==> config.mk <==
export PLATFORM = sky130hd
export DESIGN_NAME = bus_arbiter8_flat
export DESIGN_NICKNAME = d
export VERILOG_FILES = /design/src/rtl/bus_arbiter8_if.sv /design/src/rtl/bus_arbiter8.sv /design/src/flat_wrapper.sv
export SDC_FILE = /design/constraint.sdc
export NUM_CORES = 1
export LEC_CHECK = 0
export ABC_CLOCK_PERIOD_IN_PS = 3800
export CAP_MARGIN = 5
export CORE_MARGIN = 2
export CORE_UTILIZATION = 45
export CTS_CLUSTER_SIZE = 25
export DETAILED_ROUTE_END_ITERATION = 6
export GPL_TIMING_DRIVEN = 0
export PLACE_DENSITY_LB_ADDON = 0.25
export SYNTH_ARGS = -nofsm -noshare
export SYNTH_HDL_FRONTEND = slang
export SYNTH_SLANG_ARGS = --single-unit
==> constraint.sdc <==
create_clock -name clk -period 3.8 [get_ports clk]
set_clock_uncertainty 0.15 [all_clocks]
set_input_delay 0.76 -clock clk [delete_from_list [all_inputs] [get_ports clk]]
set_output_delay 0.76 -clock clk [all_outputs]
set_load 0.1 [all_outputs]
==> src/rtl/bus_arbiter8_if.sv <==
// ---------------------------------------------------------------------------
// bus_arbiter8_if
//   Request/grant bundle between eight bus requesters and bus_arbiter8.
//
//   Signals
//     req      [7:0]  level request per master, held for the whole transfer
//     gnt      [7:0]  one-hot grant, all-zero while the bus is idle
//     gnt_idx  [2:0]  encoded owner index, meaningful while gnt_vld is high
//     gnt_vld         high while any grant bit is set
//     preempt         one-cycle pulse on a forced release (timeout build only)
//
//   Modports
//     slave   arbiter side: samples req, drives the grant outputs
//     master  requester side: drives req, observes the grant outputs
// ---------------------------------------------------------------------------
interface bus_arbiter8_if;
    logic [7:0] req;
    logic [7:0] gnt;
    logic [2:0] gnt_idx;
    logic       gnt_vld;
    logic       preempt;

    modport slave (
        input  req,
        output gnt,
        output gnt_idx,
        output gnt_vld,
        output preempt
    );

    modport master (
        output req,
        input  gnt,
        input  gnt_idx,
        input  gnt_vld,
        input  preempt
    );
endinterface : bus_arbiter8_if

==> src/rtl/bus_arbiter8.sv <==
// ---------------------------------------------------------------------------
// bus_arbiter8
//   Round-robin arbiter sharing one bus among eight requesters. The grant is
//   one-hot and matches the select format of a 3-to-8 decoder
//   (gnt == 1 << gnt_idx). An owner keeps the bus while its request stays
//   high; releasing it always leaves one idle (all-zero grant) cycle before
//   the next owner is granted.
//
//   Ports
//     clk      in   rising-edge system clock
//     rst_n    in   asynchronous active-low reset (release synchronised
//                   externally)
//     bus      slave modport of bus_arbiter8_if (req in; gnt, gnt_idx,
//                   gnt_vld, preempt out)
//
//   Parameters
//     MAX_BURST  cycles an owner may hold the bus while others wait
//                (only enforced in the timeout build)
//     CNT_W      burst counter width, 2**CNT_W must exceed MAX_BURST
//
//   Build option
//     BUS_ARB_TIMEOUT_EN  when defined, an owner that has held the bus for
//                         MAX_BURST cycles while another master is waiting is
//                         forced off and preempt pulses for one cycle. When
//                         undefined, owners hold indefinitely and preempt
//                         stays low.
// ---------------------------------------------------------------------------
module bus_arbiter8 #(
    parameter int unsigned MAX_BURST = 16,
    parameter int unsigned CNT_W     = 5
) (
    input  logic           clk,
    input  logic           rst_n,
    bus_arbiter8_if.slave  bus
);

    typedef enum logic {
        ST_IDLE,
        ST_GRANT
    } state_t;

    // Counter value reached on the last cycle of a full burst.
    localparam logic [CNT_W-1:0] CNT_LAST = CNT_W'(MAX_BURST - 1);

    state_t           state_q;
    logic [7:0]       gnt_q;
    logic [2:0]       gnt_idx_q;
    logic             gnt_vld_q;
    logic             preempt_q;
    logic [2:0]       last_q;
    logic [CNT_W-1:0] cnt_q;

    logic [2:0]       win_idx;
    logic [2:0]       cand;
    logic             win_found;

    // Round-robin search: first requesting master after the last winner,
    // wrapping modulo 8. The last winner itself is checked last, so it only
    // wins again when nobody else is requesting.
    always_comb begin
        win_idx   = '0;
        cand      = '0;
        win_found = 1'b0;
        for (int unsigned i = 1; i <= 8; i++) begin
            cand = last_q + 3'(i);
            if (!win_found && bus.req[cand]) begin
                win_idx   = cand;
                win_found = 1'b1;
            end
        end
    end

`ifdef BUS_ARB_TIMEOUT_EN
    logic others_waiting;
    // Any request other than the owner's (gnt_q is one-hot in GRANT).
    assign others_waiting = |(bus.req & ~gnt_q);
`endif

    always_ff @(posedge clk or negedge rst_n) begin
        if (!rst_n) begin
            state_q   <= ST_IDLE;
            gnt_q     <= '0;
            gnt_idx_q <= '0;
            gnt_vld_q <= 1'b0;
            preempt_q <= 1'b0;
            last_q    <= 3'd7;
            cnt_q     <= '0;
        end else begin
            preempt_q <= 1'b0;
            case (state_q)
                ST_IDLE: begin
                    if (win_found) begin
                        gnt_q     <= 8'b1 << win_idx;
                        gnt_idx_q <= win_idx;
                        gnt_vld_q <= 1'b1;
                        last_q    <= win_idx;
                        cnt_q     <= '0;
                        state_q   <= ST_GRANT;
                    end
                end
                ST_GRANT: begin
                    if (!bus.req[gnt_idx_q]) begin
                        gnt_q     <= '0;
                        gnt_vld_q <= 1'b0;
                        state_q   <= ST_IDLE;
                    end
`ifdef BUS_ARB_TIMEOUT_EN
                    else if (cnt_q == CNT_LAST) begin
                        // last_q already holds the owner, so the following
                        // arbitration favours the masters that were waiting.
                        if (others_waiting) begin
                            gnt_q     <= '0;
                            gnt_vld_q <= 1'b0;
                            preempt_q <= 1'b1;
                            state_q   <= ST_IDLE;
                        end else begin
                            cnt_q <= '0;
                        end
                    end
`endif
                    else if (cnt_q != CNT_LAST) begin
                        cnt_q <= cnt_q + 1'b1;
                    end
                end
                default: begin
                    state_q   <= ST_IDLE;
                    gnt_q     <= '0;
                    gnt_vld_q <= 1'b0;
                end
            endcase
        end
    end

    assign bus.gnt     = gnt_q;
    assign bus.gnt_idx = gnt_idx_q;
    assign bus.gnt_vld = gnt_vld_q;
    assign bus.preempt = preempt_q;

endmodule : bus_arbiter8
==> src/flat_wrapper.sv <==
// flat-port wrapper written by rule: the top's interface ports become plain ports
module bus_arbiter8_flat 
#(
    parameter int unsigned MAX_BURST = 16,
    parameter int unsigned CNT_W     = 5
)
  (clk, rst_n, bus_req, bus_gnt, bus_gnt_idx, bus_gnt_vld, bus_preempt);
  bus_arbiter8_if bus_i ();
  input  logic clk;
  input  logic rst_n;
  input wire logic [$bits(bus_i.req)-1:0] bus_req;
  output wire logic [$bits(bus_i.gnt)-1:0] bus_gnt;
  output wire logic [$bits(bus_i.gnt_idx)-1:0] bus_gnt_idx;
  output wire logic [$bits(bus_i.gnt_vld)-1:0] bus_gnt_vld;
  output wire logic [$bits(bus_i.preempt)-1:0] bus_preempt;
  assign bus_i.req = bus_req;
  assign bus_gnt = bus_i.gnt;
  assign bus_gnt_idx = bus_i.gnt_idx;
  assign bus_gnt_vld = bus_i.gnt_vld;
  assign bus_preempt = bus_i.preempt;
  bus_arbiter8 #(.MAX_BURST(MAX_BURST), .CNT_W(CNT_W)) u_core (.clk(clk), .rst_n(rst_n), .bus(bus_i));
endmodule
==> impl_metrics.tcl, run 1 <==
set metrics [dict create \
    status "finished clean" \
    gp_congestion 0.933 \
    wire_per_inst_um 17.7 \
    grt_pass1_vias 1503 \
    antenna_found_initial 0 \
    crit_slowest_cell "dfstp_2" \
    netlist_area_um2 1630 \
    placed_area_um2 1900 \
    yosys.cell_count.top_type "nand2_1" \
    relSlewSlack_pct 34.9 \
    drc 0 \
    cp-end-kind "flip-flop" \
    start_util_pct 47.7 \
    num_io_pins 23 \
    worst_pin_slew_ns 0.974 \
    final_cells 240 \
    finalHoldViolCount 0 \
    ys_warn_count 0 \
    final_layout_size_suffix_gt1_share_pct 22.2 \
    cts.sink_count 16 \
    synth_cell_types 52 \
    ant_nets 0 \
    die_x_um 64.2 \
    cts_root_buffer "clkbuf_4" \
    nets 207 \
    drt_wl_total_mm 4.26 \
    clk_latency_ns 0.28 \
    critPathLaunchType "flip-flop" \
    dr_total_vias 1500 \
    synth_top_family_by_area "multiplexers" \
    overflow 0 \
    rsz0062_at_grt "false" \
    num_rows 21 \
    crit_type "reg -> reg" \
    synth-simple-area-share_pct 16.7 \
    synth_top_area_cell "dfrtp_1" \
    critPathRequiredTime_ns 3.82 \
    synthCells 166 \
    cts_tree "done" \
    die_area_um2 4120 \
    arrival_ns 3.63 \
    cp_slowest_stage_delay_ns 0.56 \
    vias_per_cell 6.25 \
    grt_max_degree 19 \
    path_cells "inv_1, buf_2, ha_1, clkbuf_4, mux2i_1, mux2_2, a2111o_1, a2111oi_2, o21bai_2, o211ai_2, and2_4, a32o_1" \
    synth_xor_area_share_pct 2.69 \
    placedCellCount 233 \
    dr.pass1.iters 4 \
    drt_iter0_drc 107 \
    portBuffers 21 \
    coreArea_um2 3420 \
    design_area_um2 1980 \
    syn_avg_cell_area_um2 9.81 \
    grt_first_pass_wirelength_mm 7.24 \
    num_antenna_cells 0 \
    max_freq_mhz 277 \
    synthAdderAreaFrac_pct 1.54 \
    hpwl_mm 3.23 \
    cts_buffer_depth 2 \
    synthArstFlopShare_pct 100 \
    hold_class "reg -> reg" \
    synth_common_cells "16 x nand2_1, 14 x mux2i_1, 14 x nor2_1, 13 x dfrtp_1, 9 x mux4_2" \
    cts_buffers 3 \
    clk_pin_slew_ns 0.09 \
    syn-num-nets 178 \
    die_h_um 64.2 \
    yosysSeqAreaShare_pct 24.8 \
    fin_crit_sh_pct 94.9 \
    fillers 332 \
    finalCriticalPeriod_ns 3.61 \
    holdBufCountCts 0 \
    setup_viol 0 \
    track_usage_pct 22.0 \
    ys_ff_latch 16 \
    htreeDepth 1 \
    synth_mux_area_share_pct 26.1 \
    synth_top_area_share_pct 20.0 \
    synth_area_leaders "dfrtp_1 20%, mux4_2 12%, mux2i_1 8.6%" \
    syn_to_final_growth_pct 21.3 \
    crit_fanout 10 \
    synth_edf_count 0 \
    final-max-slew-violation-count 0 \
    synth-compound-area-share_pct 22.2 \
    synth_ff_type "dfrtp_1" \
    cap_violations 0 \
]
final timing paths:
check | from | to | slack [ns] | cells after the start
setup reg to reg | u_core.last_q[0]$_DFFE_PN1P_ | u_core.bus.gnt[4]$_DFFE_PN0P_ | 0.19 | 12
min in group asynchronous | rst_n | u_core.bus.gnt[5]$_DFFE_PN0P_ | 0.73 | 1
max in group asynchronous | rst_n | u_core.bus.gnt_idx[1]$_DFFE_PN0P_ | 2.35 | 1
hold / removal | u_core.bus.gnt[1]$_DFFE_PN0P_ | u_core.bus.gnt[1]$_DFFE_PN0P_ | 0.35 | 1
setup / recovery | u_core.last_q[0]$_DFFE_PN1P_ | u_core.bus.gnt[4]$_DFFE_PN0P_ | 0.19 | 12
hold reg to reg | u_core.bus.gnt[1]$_DFFE_PN0P_ | u_core.bus.gnt[1]$_DFFE_PN0P_ | 0.35 | 1
placed cells by master, fill, tap and decap left out, types with 3 or more instances in the layout:
master,count
dfrtp_1,13
a21oi_1,8
mux4_2,9
and2_1,4
clkbuf_4,4
nor3_1,6
nand2_1,16
mux2_2,6
xor2_1,3
inv_1,4
buf_4,6
dfstp_2,3
mux2i_1,14
nor2_1,14
nand3_1,4
clkdlybuf4s50_1,21
a32o_1,8
o21ai_0,3
layer usage:
metal / vias to the layer above / part of all wire [%] / track usage, %
li1: 702 / - / -
met1: 754 / 46 / 29.9
met2: 34 / 49 / 36.7
met3: 10 / 3.1 / 1.76
met4: 0 / 2.1 / 7.71
met5: - / 0 / 0
repair_timing:
| action | 4_1_cts | 5_1_grt |
|---|---|---|
| resized for setup | 1 | 8 |
| pin swaps | 1 | 0 |
| setup endpoints to repair | 14 | 14 |
| setup buffers | 2 | 2 |
logic make-up after synthesis:
family	Yosys count
adders and majority gates	2
muxes	30
other	1
buffers and inverters	14
xor gates and xnor gates	5
AOI/OAI and AO/OA	44
and+or+nand+nor	54
DFF	16
cell type report:
type,count,area [um2],share of cell area (%)
plain buffers,9,78.8,3.99
flip-flops and latches,16,404,20.5
multi-input cells,136,1140,57.9
clock buffers,4,36.3,1.84
well taps,46,57.6,2.91
repair buffers,25,240,12.2
inverters,4,15.0,0.760
state kept, by name, summed over array words and instances, names as in the netlist:
name and cells:
u_core.last_q 3, u_core.bus.gnt 8, u_core.state_q 1, u_core.bus.gnt_idx 3
u_core.bus.gnt_vld 1
critical path, delay by kind of cell, from the launching register on:
kind            cells  cell delay, ns
flops               1            0.56
simple gates        1            0.20
compound gates      5            1.33
buf+inv             3            0.42
fa+ha+maj           1            0.30
mux                 2            0.53
per-stage QoR:
stage          utilization [%]  TNS [ns]  setup slack, ns  hold WS (ns)
3_3_place_gp              55.5     -1.80           -0.218         0.328
5_1_grt                   57.8         0           0.0127         0.376
4_1_cts                   56.9         0           0.0178         0.352
2_1_floorplan                -         0            0.131         0.314
3_5_place_dp              55.5     -2.76           -0.282         0.330
6_report                  57.8         0            0.195         0.348
Power of run 1 is not shown: default switching activity piles up to over one toggle a cycle in this logic, so the estimate is an artifact.
==> run 2: changes to the inputs <==
Settings changed: SKIP_CTS_REPAIR_TIMING set to 1.
==> run 2 against run 1 <==
- register-to-register slack got worse by 0.08 ns
- via count grew 0.33%
- worst setup slack worse by 0.081 ns
- utilization increased by 0.77 points
- non-clock buffer count is 2 lower
- critical path depth grew 2
- wire length about the same
- die area is the same
- critical path type unchanged
- highest routed layer unchanged
- fmax down 2.2%
- cell count down 0.83%
- final area rose by 1.3%
- first-iteration DRC count grew 32%
==> impl_metrics.tcl, run 2 (synthesized netlist as in run 1, its figures left out) <==
set metrics [dict create \
    track_usage_pct 21.9 \
    grt_pass1_vias 1480 \
    die_area_um2 4120 \
    max_freq_mhz 271 \
    critPathLaunchType "flip-flop" \
    largest_reg_flops 8 \
    nets 205 \
    ant_nets 0 \
    cp_num_buf_inv 5 \
    start_util_pct 47.7 \
    fin_crit_sh_pct 97.0 \
    mostFrequentLayoutCells "21 x clkdlybuf4s50_1, 16 x nand2_1, 14 x mux2i_1" \
    clk_pin_slew_ns 0.09 \
    cap_violations 0 \
    drc 0 \
    min_path_cells 1 \
    critPathRequiredTime_ns 3.82 \
    dr_total_vias 1505 \
    worstHoldStart "u_core.bus.gnt[1]$_DFFE_PN0P_" \
    crit_slowest_cell "dfstp_2" \
    rrSetupSlack_ns 0.11 \
    cts.sink_count 16 \
    grt_max_degree 17 \
    worstReg2RegStart "u_core.last_q[1]$_DFFE_PN1P_" \
    hpwl_mm 3.23 \
    cp-end-kind "flip-flop" \
    finalCriticalPeriod_ns 3.69 \
    syn_to_final_growth_pct 22.9 \
    antenna_found_initial 0 \
    cp_slowest_stage_delay_ns 0.55 \
    coreArea_um2 3420 \
    num_rows 21 \
    cts_buffers 3 \
    drt_iter0_drc 141 \
    critPathTopFamily "simple AND/OR/NAND/NOR gates" \
    htreeDepth 1 \
    final_layout_size_suffix_gt1_share_pct 24.0 \
    clk_latency_ns 0.28 \
    final-max-slew-violation-count 0 \
    min_to "u_core.bus.gnt[1]$_DFFE_PN0P_" \
    crit_type "reg -> reg" \
    vias_per_cell 6.32 \
    relSlewSlack_pct 34.9 \
    portBuffers 21 \
    r2r-end "u_core.bus.gnt[4]$_DFFE_PN0P_" \
    num_antenna_cells 0 \
    die_h_um 64.2 \
    num_io_pins 23 \
    status "finished clean" \
    cpMostUsedCell "buf_6" \
    final_core_util_pct 58.6 \
    final_common_cell "clkdlybuf4s50_1" \
    placed_area_um2 1900 \
    path_cells "buf_6, buf_6, inv_1, ha_1, clkbuf_4, mux2_2, or3_1, o211a_2, nor4_4, buf_4, and4_1, o211ai_2, and2_4, a32o_1" \
    crit_fanout 10 \
    design_area_um2 2000 \
    overflow 0 \
    wire_per_inst_um 17.9 \
    tns_ns 0 \
    grt_first_pass_wirelength_mm 7.20 \
    arrival_ns 3.71 \
    r2r_cells 14 \
    cts_tree "done" \
    setup_viol 0 \
    worst_pin_slew_ns 0.974 \
    cts_buffer_depth 2 \
    drt_wl_total_mm 4.26 \
    dr.pass1.iters 4 \
    cts_root_buffer "clkbuf_4" \
    gp_congestion 0.933 \
    hold_class "reg -> reg" \
    die_x_um 64.2 \
    finalHoldViolCount 0 \
]
==> run 2: changes by cell type in the layout (fill, tap and decap cells not counted), sizes merged <==
cell  previous run  this run
buf             11         9
==> run 2: worst max path at each step <==
stage	from	end	cells after the start
after detailed placement	u_core.last_q[1]$_DFFE_PN1P_	u_core.bus.gnt[4]$_DFFE_PN0P_	13
final	u_core.last_q[1]$_DFFE_PN1P_	u_core.bus.gnt[4]$_DFFE_PN0P_	14
after global placement	u_core.last_q[1]$_DFFE_PN1P_	u_core.bus.gnt[5]$_DFFE_PN0P_	13
after global routing	u_core.last_q[1]$_DFFE_PN1P_	u_core.bus.gnt[5]$_DFFE_PN0P_	14
after CTS	u_core.last_q[1]$_DFFE_PN1P_	u_core.bus.gnt[4]$_DFFE_PN0P_	13
after floorplan	u_core.last_q[1]$_DFFE_PN1P_	u_core.bus.gnt[4]$_DFFE_PN0P_	13
==> run 2: area by class of cell <==
class,count,area (um2)
fill,324,1410
sequential,16,404
inverter,4,15.0
tap,46,57.6
timing repair buffer,22,218
clock buffer,4,36.3
multi-input combinational,136,1180
buffer,10,90.1
==> run 2: stage by stage <==
step           hold WS, ns  instances  worst slack (ns)
2_1_floorplan        0.314        166             0.131
6_report             0.349        238             0.113
4_1_cts              0.352        237            -0.306
3_3_place_gp         0.328        233            -0.218
5_1_grt              0.376        238          -0.00778
3_5_place_dp         0.330        233            -0.282
==> run 2: per-layer routing <==
layer / up-vias / share of wire, % / track usage, %
met3: 9 / 3.2 / 1.41
met1: 760 / 46 / 30.5
met2: 40 / 49 / 36.3
met5: - / 0 / 0
li1: 696 / - / -
met4: 0 / 1.9 / 6.91
Power of run 2 is left out for the same reason.
